`src/rtl/output_acc.sv`:
```
// output_acc: result-side circular FIFO for a systolic-array column, with in-place partial-sum accumulate and valid/ready drain.
// Define OUTPUT_ACC_SAT_EN for a saturating accumulate; otherwise the accumulate add wraps.
module output_acc #(
  parameter int OUTPUT_ACC_DEPTH = 4,
  parameter int DATA_W = 16,
  localparam int CW = $clog2(OUTPUT_ACC_DEPTH + 1)
) (
  input  logic              clk,
  input  logic              rst_n,
  input  logic              output_acc_valid_in,
  input  logic [DATA_W-1:0] output_acc_data_in,
  input  logic              output_acc_accum_in,
  input  logic              output_acc_pass_start,
  input  logic              output_acc_drain_in,
  input  logic              output_acc_ready_in,
  output logic              output_acc_valid_out,
  output logic [DATA_W-1:0] output_acc_data_out,
  output logic              output_acc_full,
  output logic              output_acc_empty,
  output logic              output_acc_overflow,
  output logic [CW-1:0]     output_acc_count
);
  localparam int PW = $clog2(OUTPUT_ACC_DEPTH);
  localparam logic [CW-1:0] DEP_C = CW'(OUTPUT_ACC_DEPTH);
  localparam logic [CW:0] DEP_W = (CW+1)'(OUTPUT_ACC_DEPTH);
  localparam logic [PW-1:0] LAST = PW'(OUTPUT_ACC_DEPTH - 1);
  logic [DATA_W-1:0] mem [OUTPUT_ACC_DEPTH];
  logic [PW-1:0] wr_ptr, rd_ptr, acc_addr;
  logic [CW-1:0] count, acc_idx, idx_eff;
  logic [CW:0] asum;
  logic pop, enq, enq_ok, acc, acc_ok;
  logic [DATA_W-1:0] acc_val;
  function automatic logic [PW-1:0] nxt(input logic [PW-1:0] p);
    return p == LAST ? '0 : p + 1'b1;
  endfunction
  assign output_acc_count = count;
  assign output_acc_empty = count == '0;
  assign output_acc_full = count == DEP_C;
  assign output_acc_valid_out = output_acc_drain_in & ~output_acc_empty;
  assign output_acc_data_out = output_acc_empty ? '0 : mem[rd_ptr];
  assign pop = output_acc_valid_out & output_acc_ready_in;
  assign enq = output_acc_valid_in & ~output_acc_accum_in;
  // A full FIFO still takes a write when the head leaves in the same cycle.
  assign enq_ok = enq & (~output_acc_full | pop);
  assign acc = output_acc_valid_in & output_acc_accum_in;
  assign idx_eff = output_acc_pass_start ? '0 : acc_idx;
  assign acc_ok = acc & ~output_acc_drain_in & (idx_eff < count);
  assign asum = (CW+1)'(rd_ptr) + (CW+1)'(idx_eff);
  assign acc_addr = asum >= DEP_W ? PW'(asum - DEP_W) : PW'(asum);
`ifdef OUTPUT_ACC_SAT_EN
  logic [DATA_W:0] wsum;
  assign wsum = {mem[acc_addr][DATA_W-1], mem[acc_addr]} + {output_acc_data_in[DATA_W-1], output_acc_data_in};
  assign acc_val = wsum[DATA_W] != wsum[DATA_W-1] ? {wsum[DATA_W], {(DATA_W-1){~wsum[DATA_W]}}} : wsum[DATA_W-1:0];
`else
  assign acc_val = mem[acc_addr] + output_acc_data_in;
`endif
  always_ff @(posedge clk) begin
    if (!rst_n) begin
      wr_ptr <= '0;
      rd_ptr <= '0;
      count <= '0;
      acc_idx <= '0;
      output_acc_overflow <= 1'b0;
      for (int i = 0; i < OUTPUT_ACC_DEPTH; i++) mem[i] <= '0;
    end else begin
      if (enq_ok) begin
        mem[wr_ptr] <= output_acc_data_in;
        wr_ptr <= nxt(wr_ptr);
      end
      if (acc_ok) mem[acc_addr] <= acc_val;
      if (pop) rd_ptr <= nxt(rd_ptr);
      count <= count + CW'(enq_ok) - CW'(pop);
      acc_idx <= acc_ok ? idx_eff + 1'b1 :
                 output_acc_pass_start ? '0 :
                 (pop && acc_idx != '0) ? acc_idx - 1'b1 : acc_idx;
      if ((enq & ~enq_ok) | (acc & ~acc_ok)) output_acc_overflow <= 1'b1;
    end
  end
endmodule

```
`config.mk`:
```
export PLATFORM = sky130hd
export DESIGN_NAME = output_acc
export DESIGN_NICKNAME = d
export VERILOG_FILES = /design/src/rtl/output_acc.sv
export SDC_FILE = /design/constraint.sdc
export NUM_CORES = 1
export LEC_CHECK = 0
export CAP_MARGIN = 5
export CORE_MARGIN = 1.5
export CORE_UTILIZATION = 40
export CTS_CLUSTER_DIAMETER = 120
export CTS_CLUSTER_SIZE = 30
export DETAILED_ROUTE_END_ITERATION = 10
export GPL_ROUTABILITY_DRIVEN = 0
export PLACE_DENSITY = 0.63
export SYNTH_ARGS = -nofsm -noshare
export SYNTH_HDL_FRONTEND = slang
export SYNTH_SLANG_ARGS = --single-unit
```
`constraint.sdc`:
```
create_clock -name clk -period 4.8 [get_ports clk]
set_input_delay 0.96 -clock clk [delete_from_list [all_inputs] [get_ports clk]]
set_output_delay 0.96 -clock clk [all_outputs]
set_load 0.02 [all_outputs]
```
==> metrics, run 1 <==
outcome complete, no violations; Yosys cell types 62; Reg-to-Reg End mem[2][14]$_SDFFCE_PN0P_; Die Y 115.9 um; Setup Skew 9.243 ps; fin crit period 4566 ps; largest net degree at the start of global routing 18; H-tree depth 3; max-cap violations 0; Gate Count Post-Synth 449; root buf cell clkbuf_16; class of the tightest hold or removal check reg2reg; Post-CTS Setup Inserts 0; Net Count, Synth 498; Max VDD drop 0.2581 mV; P&R area growth vs syn 24.18%; Worst Hold Depth 2; period utilization 0.9512; die area 13440 um^2; first drt pass iteration count 4; Post-DRT Antenna Nets 0; DR vias 3953; Worst Path Required 4860 ps; syn_area_per_cell 11.36 um^2; clk_lat worst skew 350 ps; Post-Synth XOR/XNOR Area 0.01717; Port-buffer cells 45; first-pass GRT wire length 21070 um; Synth area leaders edfxtp_1 (38%), mux4_2 (14%), ha_1 (5.9%); met2 usage 0.3459; CTS sink count 77; Final Hold Viols 0; GR Util met3 0.02981; post-synthesis simple-gate area fraction 0.1540; Most Crowded Layer GR met2; Pins Over Slew Limit 0; Post-route DRC 0; Worst Path Arrival 4620 ps; fin area 6336 um^2; reg2reg setup slack 750 ps; Least-Margin Pin Slew 993.9 ps; Die X 115.9 um; layout cells sized above 1 0.2107; wire length per cell 18.62 um; Hold EP output_acc_overflow$_SDFFE_PN0P_; Relative slew margins 0.3338; r2r worst-path depth 13; Iter 0 DRT Violations 329; global-route usage over all layers 0.2136; CP endpoint kind flop; Leak 0.002389 uW; hold path start output_acc_overflow$_SDFFE_PN0P_; Final setup viols 0; CTS Buf Count 9; core box area 12520 um^2; adder-cell share of the synthesized area 0.06670; Yosys top cell by area edfxtp_1; r2r startpoint rd_ptr[0]$_SDFFE_PN0N_; crit path max fanout 4; Post-DP Area 6057 um^2; WS Path Type in2reg; Post-synth EDFFs 64; Clock Tree Buf Depth 2; number of top-level pins 46; Async S/R FF share, synth 0; post-DP HPWL 9412 um; Post-CTS Hold Buffers 0; # diodes 0; Yosys top cell area share 0.3767; post-synthesis compound-gate area fraction 0.1488; Initial Util 0.4076; main flop type after synthesis edfxtp_1; clock slew at reported path FFs 60 ps; post-synthesis mux area share 0.1466; Vias per Instance 5.544; FF+latch count, synth 77; M1 GR Usage 0.2902; CTS tree done; Ys Warns 0; largest family of logic cells by synthesized area simple AND/OR/NAND/NOR gates; post-layout util 0.5062; vias in the first global route 3965; Post-Syn Area 5102 um^2; final wirelength 13280 um; critical path launch point output_acc_pass_start; part of the Yosys area used for sequential elements 0.4277; Startpoint Class input port; f_max 219.0 MHz; RSZ-0062 raised after global routing no; initial antenna violation count 0; PD cells 393.1 nW/um^2; GR Overflow Total 0; # rows 41; Nets 585
-- where the power goes --
part	total, uW	switching, uW	internal (uW)
clock	623	260	363
sequential	861	56.6	805
combinational	1010	559	447
-- sequential cells by signal (all words and copies together), names as in the netlist, named ones only --
register             count
acc_idx                  3
mem                     64
output_acc_overflow      1
wr_ptr                   2
rd_ptr                   2
output_acc_count         3
-- layer usage --
| layer | up-vias | routed length (um) |
|---|---|---|
| met5 | - | 0 |
| met4 | 0 | 115 |
| met3 | 8 | 979 |
| met2 | 127 | 6420 |
| met1 | 1918 | 5760 |
| li1 | 1900 | - |
-- worst max-delay path: stages --
cell and delay, ps:
clkdlybuf4s50_1 490, nor4bb_2 350, a211oi_2 90, or2_1 330
buf_4 190, mux4_2 410, ha_1 330, a21o_1 210
a21o_1 200, a2111oi_0 380, a21boi_1 260, mux2i_1 210
buf_4 140, a21oi_1 60
-- layout make-up --
cell class / instances / area (um^2)
tap: 172 / 215.2
clock buffer: 14 / 254.0
timing repair buffer: 95 / 838.3
fill: 1146 / 6181
clock inverter: 2 / 10.01
multi-input combinational: 333 / 2754
sequential: 77 / 2182
inverter: 20 / 82.58
-- cell usage in the layout (no fill, tap or decap), types with 10 or more instances in the layout --
cell              n
mux4_2           31
nor3_1           10
buf_4            49
inv_1            18
nor2b_1          27
dfxtp_1          13
ha_1             24
nand2_1          32
clkdlybuf4s50_1  45
nor2_1           38
edfxtp_1         64
a21oi_1          34
o21ai_0          11
-- Yosys cell counts, types with 6 or more instances --
master    instances
a22oi_1           9
nor2_1           38
a31oi_1           6
and3_1            6
o21ai_0          13
clkbuf_1          9
nand2b_1          8
mux4_2           31
nor2b_1          27
nand2_1          32
dfxtp_1          13
inv_1            18
a21oi_1          34
edfxtp_1         64
a21o_1            9
nor3_1           12
ha_1             24
-- cell families (layout without fill, tap and decap cells) --
group                    count (synthesis)  in the layout
adder cells (fa/ha/maj)                 26             26
multiplexers                            36             36
buffers and inverters                   39            131
flip-flops                              77             77
AO/OA/AOI/OAI                          109            109
AND/OR/NAND/NOR                        152            152
XOR/XNOR                                10             10
-- worst max path at each step --
stage / end / slack [ps] / cells past startpoint
floorplan: mem[0][14]$_SDFFCE_PN0P_ / 300 / 14
global placement: mem[2][10]$_SDFFCE_PN0P_ / -160 / 14
detailed placement: mem[2][10]$_SDFFCE_PN0P_ / -230 / 14
CTS: mem[2][12]$_SDFFCE_PN0P_ / 100 / 13
global route: mem[2][14]$_SDFFCE_PN0P_ / 20 / 14
finish: mem[2][14]$_SDFFCE_PN0P_ / 230 / 14
-- through the flow --
stage	instances	hold WS, ps	setup slack [ps]	total power [uW]	setup TNS [ps]
3_3_place_gp	697	436.8	-157.4	1861	-2308
5_1_grt	713	483.7	23.10	2619	0
2_1_floorplan	449	460.4	298.6	1453	0
4_1_cts	713	445.4	103.9	2499	0
3_5_place_dp	697	436.7	-228.3	1875	-6523
6_report	713	444.0	234.0	2491	0
-- what timing repair did --
action | CTS | global route
endpoints found under the hold margin | 0 | 0
endpoints found under the setup margin | 0 | 26
resized for setup | 0 | 7
No activity file was read; power rests on OpenSTA's default activity.
==> run 2, diff against run 1 <==
Settings changed: CTS_CLUSTER_DIAMETER 120 to 30, TNS_END_PERCENT from default to 20.
==> results of run 2 <==
Final layout, timing and power as in run 1 (identical DEF).
==> run 3, diff against run 2 <==
Settings changed: MAX_ROUTING_LAYER from default to met4, SKIP_LAST_GASP from default to 1.
==> metrics, run 3 (synthesis results as in run 1) <==
Design Power 2497 uW; fin crit period 4612 ps; Slowest-stage cell, CP clkdlybuf4s50_1; Relative slew margins 0.3380; first-pass GRT wire length 21080 um; Post-DP Area 6057 um^2; Worst Path Required 4860 ps; met2 usage 0.3459; Vias per Instance 5.628; # rows 41; vias in the first global route 3964; fin area 6336 um^2; number of top-level pins 46; CTS sink count 77; root buf cell clkbuf_16; Final setup viols 0; Least-Margin Pin Slew 991.6 ps; # diodes 0; max reg flops 64; CTS tree done; Setup Skew 9.979 ps; CP cell instances clkdlybuf4s50_1, nor4bb_2, a211oi_2, or2_1, buf_4, mux4_2, ha_1, a21o_1, a21o_1, a2111oi_0, a21boi_0, mux2i_1, buf_4, a21oi_1; setup slack after layout 188.4 ps; Post-CTS Hold Buffers 0; PD cells 394.1 nW/um^2; reg2reg setup slack 700 ps; Worst Path Arrival 4670 ps; DP Worst Slack -228.3 ps; Pins Over Slew Limit 0; Iter 0 DRT Violations 332; period utilization 0.9607; global-route usage over all layers 0.2202; most common cell after layout, fill and taps aside edfxtp_1; CP endpoint kind flop; Final Hold Viols 0; post-DP HPWL 9412 um; Die X 115.9 um; outcome complete, no violations; Die Y 115.9 um; most frequent cells in the layout edfxtp_1 (64), buf_4 (49), clkdlybuf4s50_1 (45); Port-buffer cells 45; Max VDD drop 0.2587 mV; max-cap violations 0; Most Crowded Layer GR met2; GR Util met3 0.02929; clock slew at reported path FFs 60 ps; Setup TNS 0 ps; class of the tightest hold or removal check reg2reg; Hold Slack 444.0 ps; Nets 585; GR Overflow Total 0; wire length per cell 18.88 um; H-tree depth 3; M1 GR Usage 0.2905; f_max 216.8 MHz; Clock Tree Buf Depth 2; Initial Util 0.4076; Post-DRT Antenna Nets 0; Startpoint Class input port; Biggest register mem; Largest stage delay, worst path 490 ps; CTS Buf Count 9; first drt pass iteration count 4; Leak 0.002389 uW; core box area 12520 um^2; final wirelength 13460 um; RSZ-0062 raised after global routing yes; WS Path Type in2reg; initial antenna violation count 0; DR vias 4013; die area 13440 um^2; crit path max fanout 4; clk_lat worst skew 350 ps; Post-route DRC 0; layout cells sized above 1 0.2107; P&R area growth vs syn 24.18%; largest net degree at the start of global routing 18
run 3: changes by cell type in the layout (fill, tap and decap cells not counted):
cell      delta
a21boi_0     +1
a21boi_1     -1
run 3: repair_timing:
| item | in CTS | in global routing |
|---|---|---|
| setup endpoints to repair | 0 | 26 |
| setup buffers | 0 | 0 |
| resized for setup | 0 | 6 |
run 3: layout make-up:
type                       count  area (um^2)
fill                        1146         6181
clock inverter                 2        10.01
sequential                    77         2182
multi-input combinational    333         2754
timing repair buffer          95        838.3
clock buffer                  14        254.0
tap                          172        215.2
inverter                      20        82.58
run 3: worst paths after layout:
| kind | from | endpoint | cells after the start |
|---|---|---|---|
| worst max-delay path | output_acc_pass_start | mem[2][14]$_SDFFCE_PN0P_ | 14 |
| worst min-delay path | output_acc_overflow$_SDFFE_PN0P_ | output_acc_overflow$_SDFFE_PN0P_ | 2 |
| worst max register to register | rd_ptr[0]$_SDFFE_PN0N_ | mem[2][14]$_SDFFCE_PN0P_ | 13 |
| worst min register to register | output_acc_overflow$_SDFFE_PN0P_ | output_acc_overflow$_SDFFE_PN0P_ | 2 |
run 3: power breakdown:
part	switching, uW	internal (uW)
registers	56.6	805
logic	561	447
clock network	264	363
run 3: metrics by stage:
stage          instances    util
4_1_cts              713  0.5050
6_report             713  0.5062
3_3_place_gp         697  0.4839
2_1_floorplan        449       -
3_5_place_dp         697  0.4839
5_1_grt              713  0.5062
run 3: worst max-delay path: cells and delay by family:
| family | cells | cell delay [ps] |
|---|---|---|
| muxes | 2 | 630 |
| buffers and inverters | 3 | 820 |
| adders and majority gates | 1 | 330 |
| and+or+nand+nor | 2 | 680 |
| AOI/OAI and AO/OA | 6 | 1230 |
run 3: metal layers:
layer / wire [um] / vias to the layer above
met5: 0 / -
met4: 241 / 0
met3: 614 / 19
met2: 6376 / 113
met1: 6229 / 1985
li1: - / 1896
